[config.mk]
export PLATFORM = sky130hd
export DESIGN_NAME = bin_to_bcd_stream_flat
export DESIGN_NICKNAME = d
export VERILOG_FILES = /design/src/rtl/bin_to_bcd_pkg.sv /design/src/rtl/bin_to_bcd_stream_if.sv /design/src/rtl/bcd_add3_digit.sv /design/src/rtl/bin_to_bcd_stream.sv /design/src/flat_wrapper.sv
export SDC_FILE = /design/constraint.sdc
export NUM_CORES = 1
export LEC_CHECK = 0
export ABC_AREA = 1
export CAP_MARGIN = 20
export CORE_MARGIN = 2
export CORE_UTILIZATION = 51
export DETAILED_ROUTE_END_ITERATION = 7
export DONT_BUFFER_PORTS = 1
export PLACE_DENSITY = 0.69
export SETUP_SLACK_MARGIN = 0.15
export SYNTH_ARGS = -nofsm -noshare
export SYNTH_HDL_FRONTEND = slang
export SYNTH_SLANG_ARGS = --single-unit
[constraint.sdc]
create_clock -name clk -period 2.1 [get_ports clk]
set_clock_uncertainty 0.15 [all_clocks]
set_input_delay 0.315 -clock clk [delete_from_list [all_inputs] [get_ports clk]]
set_output_delay 0.315 -clock clk [all_outputs]
set_load 0.02 [all_outputs]
[src/rtl/bin_to_bcd_pkg.sv]
// Shared types and helpers for the streaming binary-to-BCD converter.
// Holds the one-hot FSM state type and a digit-count sizing helper.
package bin_to_bcd_pkg;

  typedef enum logic [2:0] {
    S_IDLE = 3'b001,
    S_CONV = 3'b010,
    S_DONE = 3'b100
  } state_e;

  // ceil(width * log10(2)) in integer arithmetic (log10 2 ~ 0.30103)
  function automatic int bcd_digits_for(input int width);
    return (width * 30103 + 99999) / 100000;
  endfunction

endpackage

[src/rtl/bin_to_bcd_stream_if.sv]
// Valid/ready bundle between a binary source, the converter
// and the BCD consumer.
interface bin_to_bcd_stream_if #(
  parameter int BIN_W      = 32,
  parameter int BCD_DIGITS = 10
);
  logic                    in_valid;
  logic                    in_ready;
  logic [BIN_W-1:0]        in_data;
  logic                    out_valid;
  logic                    out_ready;
  logic [4*BCD_DIGITS-1:0] bcd;
  logic                    sign;
  logic                    overflow;
  logic                    idle;

  modport master (
    output in_valid, in_data, out_ready,
    input  in_ready, out_valid, bcd, sign, overflow, idle
  );

  modport slave (
    input  in_valid, in_data, out_ready,
    output in_ready, out_valid, bcd, sign, overflow, idle
  );
endinterface

[src/rtl/bcd_add3_digit.sv]
// Double-dabble correction cell: a digit of 5 or more gets +3 (mod 16).
module bcd_add3_digit (
  input  logic [3:0] i_d,
  output logic [3:0] o_d
);
  assign o_d = (i_d >= 4'd5) ? i_d + 4'd3 : i_d;
endmodule

[src/rtl/bin_to_bcd_stream.sv]
// Streaming double-dabble converter, one bit per clock, valid/ready both sides.
// Define BIN2BCD_SIGNED_EN for two's complement input with a sign output.
module bin_to_bcd_stream
  import bin_to_bcd_pkg::*;
#(
  parameter int BIN_W      = 32,
  parameter int BCD_DIGITS = 10
) (
  input logic                clk,
  input logic                rst_n,
  bin_to_bcd_stream_if.slave bus
);
  localparam int DW    = 4 * BCD_DIGITS;
  localparam int CNT_W = $clog2(BIN_W + 1);
  localparam logic [CNT_W-1:0] CNT_ONE = CNT_W'(1);
  localparam logic [CNT_W-1:0] CNT_LD  = CNT_W'(BIN_W);

  state_e           r_state;
  state_e           w_state_nxt;
  logic [BIN_W-1:0] r_op;
  logic [DW-1:0]    r_dig;
  logic             r_ovf;
  logic [CNT_W-1:0] r_cnt;
  logic             r_neg;
  logic [DW-1:0]    r_bcd;
  logic             r_sign;
  logic             r_ovf_o;

  logic             w_acc;
  logic             w_last;
  logic             w_carry;
  logic [DW-1:0]    w_adj;
  logic [DW-1:0]    w_dig_sh;
  logic [BIN_W-1:0] w_mag;
  logic             w_neg;

  for (genvar gi = 0; gi < BCD_DIGITS; gi++) begin : g_dig
    bcd_add3_digit u_add3 (
      .i_d (r_dig[4*gi +: 4]),
      .o_d (w_adj[4*gi +: 4])
    );
  end

  assign w_carry  = w_adj[DW-1];
  assign w_dig_sh = {w_adj[DW-2:0], r_op[BIN_W-1]};

`ifdef BIN2BCD_SIGNED_EN
  // -MIN wraps to MIN, which is exactly its unsigned magnitude
  assign w_neg = bus.in_data[BIN_W-1];
  assign w_mag = w_neg ? -bus.in_data : bus.in_data;
`else
  assign w_neg = 1'b0;
  assign w_mag = bus.in_data;
`endif

  assign bus.in_ready  = (r_state == S_IDLE) ||
                         ((r_state == S_DONE) && bus.out_ready);
  assign bus.out_valid = (r_state == S_DONE);
  assign bus.idle      = (r_state == S_IDLE);
  assign bus.bcd       = r_bcd;
  assign bus.sign      = r_sign;
  assign bus.overflow  = r_ovf_o;

  assign w_acc  = bus.in_valid && bus.in_ready;
  assign w_last = (r_state == S_CONV) && (r_cnt == CNT_ONE);

  always_comb begin
    w_state_nxt = r_state;
    unique case (r_state)
      S_IDLE: if (bus.in_valid) w_state_nxt = S_CONV;
      S_CONV: if (w_last) w_state_nxt = S_DONE;
      S_DONE: if (bus.out_ready)
                w_state_nxt = bus.in_valid ? S_CONV : S_IDLE;
      default: w_state_nxt = S_IDLE;
    endcase
  end

  always_ff @(posedge clk or negedge rst_n) begin
    if (!rst_n) r_state <= S_IDLE;
    else        r_state <= w_state_nxt;
  end

  always_ff @(posedge clk or negedge rst_n) begin
    if (!rst_n) begin
      r_op    <= '0;
      r_dig   <= '0;
      r_ovf   <= 1'b0;
      r_cnt   <= '0;
      r_neg   <= 1'b0;
      r_bcd   <= '0;
      r_sign  <= 1'b0;
      r_ovf_o <= 1'b0;
    end else if (w_acc) begin
      r_op  <= w_mag;
      r_dig <= '0;
      r_ovf <= 1'b0;
      r_cnt <= CNT_LD;
      r_neg <= w_neg;
    end else if (r_state == S_CONV) begin
      r_op  <= {r_op[BIN_W-2:0], 1'b0};
      r_dig <= w_dig_sh;
      r_ovf <= r_ovf | w_carry;
      r_cnt <= r_cnt - CNT_ONE;
      if (w_last) begin
        r_bcd   <= w_dig_sh;
        r_sign  <= r_neg;
        r_ovf_o <= r_ovf | w_carry;
      end
    end
  end

endmodule

[src/flat_wrapper.sv]
// flat-port wrapper written by rule: the top's interface ports become plain ports
module bin_to_bcd_stream_flat import bin_to_bcd_pkg::*;
#(
  parameter int BIN_W      = 32,
  parameter int BCD_DIGITS = 10
)
  (clk, rst_n, bus_in_valid, bus_in_data, bus_out_ready, bus_in_ready, bus_out_valid, bus_bcd, bus_sign, bus_overflow, bus_idle);
  bin_to_bcd_stream_if #(.BIN_W(BIN_W), .BCD_DIGITS(BCD_DIGITS)) bus_i ();
  input logic clk;
  input logic rst_n;
  input wire logic [$bits(bus_i.in_valid)-1:0] bus_in_valid;
  input wire logic [$bits(bus_i.in_data)-1:0] bus_in_data;
  input wire logic [$bits(bus_i.out_ready)-1:0] bus_out_ready;
  output wire logic [$bits(bus_i.in_ready)-1:0] bus_in_ready;
  output wire logic [$bits(bus_i.out_valid)-1:0] bus_out_valid;
  output wire logic [$bits(bus_i.bcd)-1:0] bus_bcd;
  output wire logic [$bits(bus_i.sign)-1:0] bus_sign;
  output wire logic [$bits(bus_i.overflow)-1:0] bus_overflow;
  output wire logic [$bits(bus_i.idle)-1:0] bus_idle;
  assign bus_i.in_valid = bus_in_valid;
  assign bus_i.in_data = bus_in_data;
  assign bus_i.out_ready = bus_out_ready;
  assign bus_in_ready = bus_i.in_ready;
  assign bus_out_valid = bus_i.out_valid;
  assign bus_bcd = bus_i.bcd;
  assign bus_sign = bus_i.sign;
  assign bus_overflow = bus_i.overflow;
  assign bus_idle = bus_i.idle;
  bin_to_bcd_stream #(.BIN_W(BIN_W), .BCD_DIGITS(BCD_DIGITS)) u_core (.clk(clk), .rst_n(rst_n), .bus(bus_i));
endmodule
==> flow_summary.yaml <==
clock_network:
  cts_buffers: 17
  post-cts-setup-buffers: 0
  cts_sinks: 123
  cts_root_buf: "clkbuf_16"
  holdBufCountCts: 34
  cts.clk_slew.worst_paths_ns: 0.06
  clockBufferDepth: 2
  clkLatencyLatePin_ns: 0.42
  htree_levels: 4
  cts_tree: "yes"
floorplanning:
  initial_core_util_pct: 52.89
  core_um2: 11520
  die_w_um: 113.3
  pin_count: 81
  die-area_um2: 12830
  num_rows: 39
  dieHeight_um: 113.3
power:
  internal_power_mw: 5.731
  sequentialPowerShare_pct: 39.1
  swShare_pct: 31.53
  p_sw_mw: 2.640
  ir_worst_vdd_v: 0.0005520
  combPwrFrac_pct: 22.6
  p_leak_nw: 3.409
  pwr-share-clk_pct: 38.3
  power.density_nw_per_um2: 1164
route:
  routed-via-count: 5069
  drc_errors: 0
  viasPerCell: 5.404
  drt_iter0_markers: 356
  routed_wl_um: 13360
  dr.pass1.iters: 5
  wl_per_cell_um: 14.24
  antenna_left: 0
critical_path:
  worstSetupPathType: "reg -> reg"
  critical_path.max_fanout: 19
  arrival_ns: 1.95
  crit_path_start_kind: "flop"
  crit_path_end_kind: "flop"
  cp.required_ns: 2.24
global_route:
  antenna_found_initial: 0
  grt.total_usage_pct: 22.41
  first_global_vias: 5099
  grt_pass1_wl_um: 23040
  grt_max_degree: 124
  globalRouteOverflowTotal: 0
synth:
  synthCells: 750
  synth_fa_ha_area_share_pct: 4.519
  synth_top_family_by_area: "simple AND/OR/NAND/NOR gates"
  syn_avg_cell_area_um2: 8.121
  synthSimpleGateAreaFrac_pct: 26.27
  yosysSeqAreaShare_pct: 50.55
  ys_ff_latch: 123
  synth_top_flop_cell: "dfrtp_1"
  synthMuxAreaShare_pct: 0
  syn-num-nets: 808
  synth_xor_area_share_pct: 0.2876
  ys_async_sr_fraction_pct: 100.0
  synth_edf_count: 0
  yosysWarnings: 0
  syn_area_um2: 6091
  synth_cell_types: 31
  synth_compound_area_share_pct: 10.58
layout:
  fin_nets: 840
  final_layout_size_suffix_gt1_share_pct: 7.170
  final-instance-count-excl-fill: 938
  area_growth_pct: 18.04
  fillCellCount: 955
  antenna_cells: 0
timing:
  finalCriticalPeriod_ns: 1.808
  maxSlewViolCount: 0
  worst_hold_slack_ns: -0.5545
  tns_ns: 0
  max_freq_mhz: 553.2
  rsz0062_at_grt: "true"
  finalSetupViolCount: 0
  hold_viol_final: 123
  period_share_pct: 86.08
status:
  outcome: "finished with violations"
  violations: "hold timing"
place:
  portBuffers: 0
  gp_congestion: 0.8296
  dp_cells: 872
  dp_hpwl_um: 8467
hold_path:
  min_path_type: "in -> async"
job:
  maxCapViolCount: 0
## sequential cells by signal (all words and copies together), names as in the netlist
register and flops:
u_core.r_cnt 6, u_core.r_op 32, u_core.bus.bcd 40, u_core.bus.overflow 1
u_core.r_dig 40, u_core.r_state 3, u_core.r_ovf 1
## timing repair
action                                  4_1_cts  5_1_grt
resized for setup                             0        3
endpoints found under the setup margin        0       34
endpoints found under the hold margin       158      123
## stage by stage
step | power (mW) | area (um2) | hold WS, ns | worst slack (ns) | utilization, %
after floorplan | 4.679 | 6091 | -0.1306 | 0.5142 | -
after global placement | 5.022 | 6201 | -0.1273 | 0.2619 | 53.85
after detailed placement | 5.119 | 6201 | -0.1282 | 0.1866 | 53.85
after CTS | 8.400 | 7187 | -0.5738 | 0.1693 | 62.41
after global routing | 8.856 | 7189 | -0.5781 | 0.1493 | 62.43
final | 8.371 | 7189 | -0.5545 | 0.2923 | 62.43
## power groups by stage
stage               Clock (mW)  Combinational [mW]  Sequential [mW]
floorplan                    0                1.48             3.20
global placement             0                1.75             3.27
detailed placement           0                1.83             3.29
CTS                       3.26                1.88             3.26
global route              3.38                2.15             3.33
finish                    3.21                1.89             3.27
## kinds of logic after synthesis
group,Yosys count
AO/OA/AOI/OAI,113
XOR/XNOR,2
AND/OR/NAND/NOR,382
adder cells (fa/ha/maj),22
flip-flops,123
other,1
buffers and inverters,107
## routing by layer
layer  part of all wire [%]  vias up  GRT usage [%]
met5                      0        -              0
met1                     46     2421          28.16
met2                     48      129          36.77
li1                       -     2494              -
met4                    1.7        0          9.024
met3                    5.1       25          6.267
## cells in the final DEF (no fill, tap or decap)
| master | n |
|---|---|
| buf_12 | 3 |
| bufinv_16 | 5 |
| clkinv_2 | 2 |
| xor2_1 | 2 |
| dlygate4sd3_1 | 34 |
| or2_2 | 1 |
| o21a_1 | 4 |
| dfstp_2 | 1 |
| nand4_1 | 2 |
| buf_4 | 8 |
| o22ai_1 | 3 |
| ha_1 | 22 |
| o21ai_1 | 9 |
| o21bai_1 | 1 |
| nand2_2 | 2 |
| o22ai_2 | 5 |
| conb_1 | 1 |
| o21ai_0 | 64 |
| inv_4 | 1 |
| nand2_1 | 245 |
| o21ai_2 | 1 |
| o211ai_1 | 8 |
| clkbuf_16 | 17 |
| clkbuf_8 | 3 |
| nand2_4 | 2 |
| clkbuf_1 | 5 |
| nor2_1 | 25 |
| nor2_2 | 2 |
| dfrtp_1 | 122 |
| a21oi_1 | 17 |
| inv_2 | 3 |
| nand3_1 | 102 |
| inv_1 | 71 |
| a31oi_1 | 1 |
| nand3_2 | 1 |
## worst paths after layout
kind / startpoint / to / slack (ns) / cells after the start
min in group clk: bus_out_ready / u_core.r_op[31]$_DFFE_PN0P_ / 0.23 / 6
setup / recovery: u_core.r_state[0]$_DFFE_PN1P_ / u_core.r_dig[33]$_DFFE_PN0P_ / 0.29 / 6
setup reg to reg: u_core.r_state[0]$_DFFE_PN1P_ / u_core.r_dig[33]$_DFFE_PN0P_ / 0.29 / 6
max in group asynchronous: rst_n / u_core.r_state[0]$_DFFE_PN1P_ / 2.08 / 0
hold reg to reg: u_core.r_cnt[5]$_DFFE_PN0P_ / u_core.r_cnt[5]$_DFFE_PN0P_ / 0.33 / 2
hold / removal: rst_n / u_core.bus.bcd[7]$_DFFE_PN0P_ / -0.55 / 0
## critical path, stage by stage (launching register included)
cell     delay, ns
dfstp_2       0.56
nand3_2       0.12
nand2_2       0.19
nand2_4       0.18
nand2_2       0.10
buf_4         0.24
o21ai_0       0.13
## final cells by class
cell class	instances	area, um2	area share, %
clock buffer	25	485.5	6.753
tap	143	178.9	2.489
timing repair buffer	45	460.4	6.404
sequential	123	3079	42.83
clock inverter	7	160.2	2.228
inverter	75	284.0	3.951
multi-input combinational	520	2541	35.35
## cells in the mapped netlist, types with 2 or more instances
master	instances	share of area (%)
a21oi_1	17	1.4
buf_1	3	0.18
buf_2	22	1.8
buf_6	5	0.92
dfrtp_1	122	50
ha_1	22	4.5
inv_1	71	4.4
inv_2	4	0.25
nand2_1	245	15
nand2_2	2	0.21
nand2_4	2	0.37
nand3_1	102	8.4
nand4_1	2	0.21
nor2_1	25	1.5
nor2_2	2	0.21
o211ai_1	8	0.99
o21a_1	4	0.49
o21ai_0	65	5.3
o21ai_1	8	0.66
o22ai_1	3	0.31
o22ai_2	5	1.0
xor2_1	2	0.29
Note: power is estimated with default switching activity, not from simulation.
